<file path="src/rtl/imem_loader_if.sv">
// Byte-stream and instruction-memory write bundle for imem_loader.
//   byte_valid/byte_data : incoming byte stream (LSB of each word first)
//   byte_ready           : loader accepts a byte this cycle
//   mem_we/addr/wdata    : instruction memory write port
// master = stream source / memory side, slave = the loader.
interface imem_loader_if #(
  parameter int unsigned ADDR_WIDTH = 3
);
  logic                  byte_valid;
  logic [7:0]            byte_data;
  logic                  byte_ready;
  logic                  mem_we;
  logic [ADDR_WIDTH-1:0] mem_addr;
  logic [31:0]           mem_wdata;

  modport master (
    output byte_valid, byte_data,
    input  byte_ready, mem_we, mem_addr, mem_wdata
  );

  modport slave (
    input  byte_valid, byte_data,
    output byte_ready, mem_we, mem_addr, mem_wdata
  );
endinterface

</file>
<file path="src/rtl/imem_loader.sv">
// imem_loader: fills the instruction memory from a byte stream before the
// core runs, assembling little-endian 32-bit words and holding the fetch
// path off until the load completes.
//
// Ports:
//   clk, rst     : clock, synchronous active-high reset
//   start        : one-cycle load request, honoured only when not busy
//   word_count   : words to load (saturates to DEPTH), sampled with start
//   bus (slave)  : byte stream handshake + memory write port
//   busy         : load in progress
//   done         : last load completed, held until the next start
//   core_hold    : keeps the core's PC/fetch stalled while high
//   checksum_ok  : (CHECKSUM_EN only) trailer matched the word sum
//
// Optional feature macro: CHECKSUM_EN. When defined, a 32-bit modular sum of
// all written words is compared with a 4-byte little-endian trailer received
// after the last word; core_hold stays high in DONE on a mismatch.
module imem_loader #(
  parameter int unsigned ADDR_WIDTH = 3
) (
  input  logic                clk,
  input  logic                rst,
  input  logic                start,
  input  logic [ADDR_WIDTH:0] word_count,
  imem_loader_if.slave        bus,
  output logic                busy,
  output logic                done,
  output logic                core_hold
`ifdef CHECKSUM_EN
  ,
  output logic                checksum_ok
`endif
);

  localparam int unsigned CNT_W = ADDR_WIDTH + 1;
  localparam int unsigned DEPTH = 1 << ADDR_WIDTH;
  localparam logic [CNT_W-1:0] DEPTH_CNT = CNT_W'(DEPTH);

  typedef enum logic [2:0] {
    S_IDLE  = 3'd0,
    S_RECV  = 3'd1,
    S_WRITE = 3'd2,
    S_DONE  = 3'd3,
    S_CHECK = 3'd4
  } state_e;

  state_e                state_q, state_d;
  logic [CNT_W-1:0]      n_q, n_d;
  logic [ADDR_WIDTH-1:0] addr_q, addr_d;
  logic [1:0]            byte_idx_q, byte_idx_d;
  logic [23:0]           word_q, word_d;
  logic                  byte_ready_q, byte_ready_d;
  logic                  mem_we_q, mem_we_d;
  logic [ADDR_WIDTH-1:0] mem_addr_q, mem_addr_d;
  logic [31:0]           mem_wdata_q, mem_wdata_d;
  logic                  busy_q, busy_d;
  logic                  done_q, done_d;
  logic                  core_hold_q, core_hold_d;
`ifdef CHECKSUM_EN
  logic [31:0]           sum_q, sum_d;
  logic                  ok_q, ok_d;
`endif

  logic                  byte_acc;
  logic                  last_word;
  logic [CNT_W-1:0]      n_start;
  logic [31:0]           full_word;

  // Handshake uses the registered ready, which is high only in RECV/CHECK.
  assign byte_acc  = bus.byte_valid & byte_ready_q;
  assign last_word = (CNT_W'(addr_q) == (n_q - CNT_W'(1)));
  assign n_start   = (word_count > DEPTH_CNT) ? DEPTH_CNT : word_count;
  // The 4th byte is the top byte; the lower three are already in word_q.
  assign full_word = {bus.byte_data, word_q};

  // Next-state and registered-output computation.
  always_comb begin
    state_d     = state_q;
    n_d         = n_q;
    addr_d      = addr_q;
    byte_idx_d  = byte_idx_q;
    word_d      = word_q;
    mem_addr_d  = mem_addr_q;
    mem_wdata_d = mem_wdata_q;
`ifdef CHECKSUM_EN
    sum_d       = sum_q;
    ok_d        = ok_q;
`endif

    unique case (state_q)
      S_IDLE, S_DONE: begin
        if (start) begin
          n_d        = n_start;
          addr_d     = '0;
          byte_idx_d = '0;
`ifdef CHECKSUM_EN
          sum_d      = '0;
          ok_d       = 1'b0;
          // An empty load still expects the (zero) trailer.
          state_d    = (n_start == '0) ? S_CHECK : S_RECV;
`else
          state_d    = (n_start == '0) ? S_DONE : S_RECV;
`endif
        end
      end

      S_RECV: begin
        if (byte_acc) begin
          byte_idx_d = byte_idx_q + 2'd1;
          unique case (byte_idx_q)
            2'd0: word_d[7:0]   = bus.byte_data;
            2'd1: word_d[15:8]  = bus.byte_data;
            2'd2: word_d[23:16] = bus.byte_data;
            default: begin
              mem_addr_d  = addr_q;
              mem_wdata_d = full_word;
              state_d     = S_WRITE;
            end
          endcase
        end
      end

      S_WRITE: begin
        byte_idx_d = '0;
`ifdef CHECKSUM_EN
        sum_d = sum_q + mem_wdata_q;
`endif
        if (last_word) begin
`ifdef CHECKSUM_EN
          state_d = S_CHECK;
`else
          state_d = S_DONE;
`endif
        end else begin
          addr_d  = addr_q + ADDR_WIDTH'(1);
          state_d = S_RECV;
        end
      end

`ifdef CHECKSUM_EN
      S_CHECK: begin
        // sum_q already includes the final word: WRITE added it on exit.
        if (byte_acc) begin
          byte_idx_d = byte_idx_q + 2'd1;
          unique case (byte_idx_q)
            2'd0: word_d[7:0]   = bus.byte_data;
            2'd1: word_d[15:8]  = bus.byte_data;
            2'd2: word_d[23:16] = bus.byte_data;
            default: begin
              ok_d    = (sum_q == full_word);
              state_d = S_DONE;
            end
          endcase
        end
      end
`endif

      default: state_d = S_IDLE;
    endcase

    // Outputs are a function of the next state so they register alongside it.
    byte_ready_d = (state_d == S_RECV) || (state_d == S_CHECK);
    mem_we_d     = (state_d == S_WRITE);
    busy_d       = byte_ready_d | mem_we_d;
    done_d       = (state_d == S_DONE);
`ifdef CHECKSUM_EN
    core_hold_d  = ~(done_d & ok_d);
`else
    core_hold_d  = ~done_d;
`endif
  end

  // State and output registers.
  always_ff @(posedge clk) begin
    if (rst) begin
      state_q      <= S_IDLE;
      n_q          <= '0;
      addr_q       <= '0;
      byte_idx_q   <= '0;
      word_q       <= '0;
      byte_ready_q <= 1'b0;
      mem_we_q     <= 1'b0;
      mem_addr_q   <= '0;
      mem_wdata_q  <= '0;
      busy_q       <= 1'b0;
      done_q       <= 1'b0;
      core_hold_q  <= 1'b1;
`ifdef CHECKSUM_EN
      sum_q        <= '0;
      ok_q         <= 1'b0;
`endif
    end else begin
      state_q      <= state_d;
      n_q          <= n_d;
      addr_q       <= addr_d;
      byte_idx_q   <= byte_idx_d;
      word_q       <= word_d;
      byte_ready_q <= byte_ready_d;
      mem_we_q     <= mem_we_d;
      mem_addr_q   <= mem_addr_d;
      mem_wdata_q  <= mem_wdata_d;
      busy_q       <= busy_d;
      done_q       <= done_d;
      core_hold_q  <= core_hold_d;
`ifdef CHECKSUM_EN
      sum_q        <= sum_d;
      ok_q         <= ok_d;
`endif
    end
  end

  assign bus.byte_ready = byte_ready_q;
  assign bus.mem_we     = mem_we_q;
  assign bus.mem_addr   = mem_addr_q;
  assign bus.mem_wdata  = mem_wdata_q;
  assign busy           = busy_q;
  assign done           = done_q;
  assign core_hold      = core_hold_q;
`ifdef CHECKSUM_EN
  assign checksum_ok    = ok_q;
`endif

endmodule

</file>
<file path="src/flat_wrapper.sv">
// flat-port wrapper written by rule: the top's interface ports become plain ports
module imem_loader_flat 
#(
  parameter int unsigned ADDR_WIDTH = 3
)
  (clk, rst, start, word_count, busy, done, core_hold, bus_byte_valid, bus_byte_data, bus_byte_ready, bus_mem_we, bus_mem_addr, bus_mem_wdata);
  imem_loader_if #(.ADDR_WIDTH(ADDR_WIDTH)) bus_i ();
  input  logic clk;
  input  logic rst;
  input  logic start;
  input  logic [ADDR_WIDTH:0] word_count;
  output logic busy;
  output logic done;
  output logic core_hold;
  input wire logic [$bits(bus_i.byte_valid)-1:0] bus_byte_valid;
  input wire logic [$bits(bus_i.byte_data)-1:0] bus_byte_data;
  output wire logic [$bits(bus_i.byte_ready)-1:0] bus_byte_ready;
  output wire logic [$bits(bus_i.mem_we)-1:0] bus_mem_we;
  output wire logic [$bits(bus_i.mem_addr)-1:0] bus_mem_addr;
  output wire logic [$bits(bus_i.mem_wdata)-1:0] bus_mem_wdata;
  assign bus_i.byte_valid = bus_byte_valid;
  assign bus_i.byte_data = bus_byte_data;
  assign bus_byte_ready = bus_i.byte_ready;
  assign bus_mem_we = bus_i.mem_we;
  assign bus_mem_addr = bus_i.mem_addr;
  assign bus_mem_wdata = bus_i.mem_wdata;
  imem_loader #(.ADDR_WIDTH(ADDR_WIDTH)) u_core (.clk(clk), .rst(rst), .start(start), .word_count(word_count), .bus(bus_i), .busy(busy), .done(done), .core_hold(core_hold));
endmodule
</file>
<file path="config.mk">
export PLATFORM = sky130hd
export DESIGN_NAME = imem_loader_flat
export DESIGN_NICKNAME = d
export VERILOG_FILES = /design/src/rtl/imem_loader_if.sv /design/src/rtl/imem_loader.sv /design/src/flat_wrapper.sv
export SDC_FILE = /design/constraint.sdc
export NUM_CORES = 1
export LEC_CHECK = 0
export CORE_MARGIN = 1.5
export CORE_UTILIZATION = 46
export CTS_CLUSTER_DIAMETER = 80
export DETAILED_ROUTE_END_ITERATION = 8
export MAX_ROUTING_LAYER = met4
export PLACE_DENSITY_LB_ADDON = 0.08
export SLEW_MARGIN = 20
export SYNTH_ARGS = -nofsm -noshare
export SYNTH_HDL_FRONTEND = slang
export SYNTH_SLANG_ARGS = --single-unit
</file>
<file path="constraint.sdc">
create_clock -name clk -period 1.8 [get_ports clk]
set_input_delay 0.27 -clock clk [delete_from_list [all_inputs] [get_ports clk]]
set_output_delay 0.27 -clock clk [all_outputs]
set_load 0.05 [all_outputs]
</file>
# Yosys cells after proc, flatten, opt, wreduce, memory -nomap -nowiden
# Cells that the tools add are included.
# word_totals
register_bits,76
output_inout_bits,40
elab_cells,63
# classes
add_sub_neg,3
order_cmp,1
eq_ne,13
n_mux,13
bitwise,4
n_reduce_logical,15
# op_table
cell,n
$reduce_and A3 Y1,6
$mux W3,5
$eq A3 B2 Y1 const B,4
$pmux W3 S3,1
$mux W2,4
$eq A3 B1 Y1 const B,2
$pmux W2 S3,1
$pmux W3 S2,1
$eq A3 B4 Y1,1
$gt A4 B4 Y1 const B,1
$logic_not A4 Y1,1
$mux W4,1
$ne A2 B2 Y1 const B,2
$sub A4 B1 Y4 const B,1
$add A3 B1 Y3 const B,1
$eq A3 B3 Y1 const B,1
$logic_not A3 Y1,1
$reduce_bool A3 Y1,1
$reduce_or A3 Y1,1
$add A2 B1 Y2 const B,1
$eq A2 B1 Y1 const B,1
$eq A2 B2 Y1 const B,1
$logic_not A2 Y1,1
$ne A2 B1 Y1 const B,1
7 further kinds,8

# Depth between registers and ports, before layout
# logic_depth
depth_word,9
ltp_mapped,6
mapped_depth_nobuf,6

# Worst setup path before layout
# No wires, ideal clock.
# synth_path
path_type,register to register
start,register u_core.n_q[0]
end,register u_core.addr_q[0]
arrival_time_ns,1.533
slack_ns,0.146
stages_incl_launch_ff,7
n_path_buf,0
cell_sequence,dfxtp_1 -> inv_1 -> ha_1 -> xnor2_1 -> o211a_1 -> a21boi_2 -> mux2_2
# synth_via
elab_chain_len,4
# synth_lines
element,line,rtl
start: declaration,imem_loader.sv:48,"logic [CNT_W-1:0] n_q, n_d;"
start signal: assignment,imem_loader.sv:194,n_q <= n_d;
$sub A4 B1 Y4,imem_loader.sv:71,assign last_word = (CNT_W'(addr_q) == (n_q - CNT_W'(1)));
$eq A3 B4 Y1,imem_loader.sv:71,
$ne A2 B2 Y1 (no source line),-,
$reduce_and A3 Y1 (no source line),-,
end signal: assignment,imem_loader.sv:195,addr_q <= addr_d;
end: declaration,imem_loader.sv:49,"logic [ADDR_WIDTH-1:0] addr_q, addr_d;"
# No other way between the ends.
# A chain may end at the register's enable or synchronous reset.

# Final worst setup path
# layout_path
start,"register u_core.mem_wdata_q[22], in the netlist u_core.bus.mem_wdata[22]"
end,output bus_mem_wdata[22]
# layout_lines
element,line,rtl
start: declaration,imem_loader.sv:55,"logic [31:0] mem_wdata_q, mem_wdata_d;"
start signal: assignment,imem_loader.sv:201,mem_wdata_q <= mem_wdata_d;
end: declaration,flat_wrapper.sv:20,output wire logic [$bits(bus_i.mem_wdata)-1:0] bus_mem_wdata;
# No word-level cell between the ends.

==> reports/summary.txt <==
TritonCTS Buffers: 9
Post-CTS Hold Fix Bufs: 0
Mapped Cells: 329
first-pass GRT wire length: 10900 um
outcome: finished clean
Post-Syn Area: 3030 um^2
core area: 6350 um^2
Synth Area in Compound Gates: 10.1%
Rows: 29
max-slew violation count: 0
CP required: 1530 ps
Adder-Cell Fraction of Synth Area: 2.48%
Vias: 2399
Area Growth Syn to Fin: 28.9%
Worst-Skew Late Latency: 340 ps
CP Max Fanout: 2
WP data arrival: 1490 ps
1st-iter DRT viols: 115
IO Pins: 56
Async SR Flop Fraction: 0%
total grt overflow: 0
height of the chip: 84.1 um
CP Capture Type: primary output
RSZ-0062 raised after global routing: no
Met3 Wirelength: 245 um
WL met1: 3000 um
initial antenna violation count: 0
number of global-route vias before repair: 2265
Top Family by Delay on Critical Path: buffers and inverters
final WL: 6410 um
CP bufs+invs: 1
area of the multi-input gates: 1370 um^2
Worst setup SP type: flop
nets@finish: 414
register area share after synthesis: 50.2%
largest net degree at the start of global routing: 46
post-synth net total: 351
Pwr Density: 841 nW/um^2
worst hold path type: in -> reg
DP Wirelength: 4370 um
met2 WL: 3100 um
Final Total Pwr: 3.28 mW
final core utilization: 61.5%
CTS Sinks: 76
DRC violations left: 0
Initial Utilization: 47.7%
Final Skew: 5.04 ps
n_diodes: 0
mux share of post-synthesis cell area: 9.34%
Synth Area in XOR/XNOR: 1.45%
Ys Warns: 0
WS Path Type: reg -> out
max layer used: met4
first drt pass iteration count: 4
IO buf count: 55
Slew headroom: 66.2%
Final setup viols: 0
synth unique cells: 41
Clock transition at path regs: 80 ps
H-tree depth: 3
Period minus WS final: 1760 ps
Peak VDD IR: 630 uV
CTS Buffer Depth: 2
CTS Root Cell: clkbuf_8
flop2flop setup slack: 120 ps
Fin. Hold Viols: 0
average size of a mapped cell: 9.20 um^2
crit path max-delay cell type: clkdlybuf4s50_1
Finished Layout Cells: 474
LEAKAGE: 1.85 nW
Worst-Margin Slew: 507 ps
die area: 7080 um^2
crit path cell chain: clkdlybuf4s50_1
max_cap viols: 0
Routed Antenna Nets: 0
vias per cell: 5.06
Max Clk Rate: 568 MHz
#FFs+latches synth: 76
Final Cycle Share: 97.7%
GP Congestion: 0.777
Main synth FF type: dfxtp_1
fillers: 584
Synth Area in Simple Gates: 21.5%
routed length per placed instance: 13.5 um
Sequential Area: 1520 um^2
dpl cells: 455
share of layout cells above drive strength 1: 15.1%
CTS tree: built
Chip Width: 84.1 um
Post-synth EDFFs: 0
all-layer global routing usage: 20.3%
max incr delay on CP: 800 ps
main combinational cell family by area after synthesis: simple AND/OR/NAND/NOR gates
## layer usage
metal	vias up	track usage, %
met3	6	6.29
met5	-	-
met2	41	32.9
met4	0	6.26
li1	1218	-
met1	1134	24.4
## cells in the mapped netlist, types with 3 or more instances
cell	instances	area (um^2)
and3_1	3	18.8
ha_1	6	75.1
inv_1	5	18.8
nor3b_1	3	22.5
nand3_1	4	20.0
nand2_1	78	293
buf_2	5	25.0
nand3b_1	5	37.5
buf_6	6	67.6
mux2i_1	26	260
a21oi_1	41	205
dfxtp_1	76	1520
xor2_1	3	26.3
nand3_2	3	30.0
nor2_1	28	105
clkbuf_1	6	22.5
## placed cells by master, fill, tap and decap left out, drive strengths merged, types with 6 or more instances in the layout
| master | n |
|---|---|
| a21oi | 41 |
| buf | 30 |
| clkbuf | 12 |
| clkdlybuf4s50 | 27 |
| dfxtp | 76 |
| dlymetal6s2s | 14 |
| ha | 6 |
| mux2i | 26 |
| nand2 | 78 |
| nand3 | 8 |
| nor2 | 28 |
## repair_timing
action / 4_1_cts / 5_1_grt
endpoints found under the setup margin: 0 / 16
buffers inserted: 0 / 3
resized for setup: 0 / 15
## kinds of logic (layout without fill, tap and decap cells)
logic type / count (synthesis) / after routing
AO/OA/AOI/OAI: 52 / 52
adder cells (fa/ha/maj): 6 / 6
XOR/XNOR: 5 / 5
flip-flops: 76 / 76
multiplexers: 28 / 28
other: 1 / 1
buffers and inverters: 24 / 92
AND/OR/NAND/NOR: 137 / 137
## path summary, 6_finish.rpt
check / depth (start not counted) / from / end
setup reg to reg: 6 / u_core.n_q[1] / u_core.addr_q[0]
hold / removal: 2 / rst / u_core.n_q[1]
setup / recovery: 1 / u_core.bus.mem_wdata[22] / bus_mem_wdata[22]
hold reg to reg: 2 / u_core.bus.mem_wdata[19] / u_core.bus.mem_wdata[19]
## report_power, final
| part | leakage, nW | switching [mW] | internal, mW |
|---|---|---|---|
| clock network | 0.107 | 0.597 | 0.818 |
| registers | 0.614 | 0.0121 | 1.69 |
| logic | 1.13 | 0.0924 | 0.0719 |
## final cells by class
class | count | share of cell area, %
flip-flops and latches | 76 | 39.0
clock buffers | 12 | 3.72
repair buffers | 71 | 17.4
clock inverters | 4 | 1.86
well taps | 77 | 2.47
inverters | 5 | 0.481
multi-input cells | 229 | 35.0
## sequential cells by signal (all words and copies together), names as in the netlist
signal                 flops
u_core.bus.mem_wdata      32
u_core.word_q             24
u_core.n_q                 4
u_core.addr_q              3
u_core.bus.mem_addr        3
u_core.state_q             3
u_core.byte_idx_q          2
u_core.bus.byte_ready      1
u_core.bus.mem_we          1
u_core.busy                1
u_core.core_hold           1
u_core.done                1
## stage by stage
stage	setup slack [ps]	hold slack (ps)	area (um^2)	setup TNS (ps)
3_3_place_gp	-165	443	3630	-688
3_5_place_dp	-198	446	3630	-845
6_report	40.9	291	3900	0
4_1_cts	5.49	278	3840	0
5_1_grt	1.55	297	3900	0
2_1_floorplan	146	367	3030	0
Note: power is estimated with default switching activity, not from simulation.
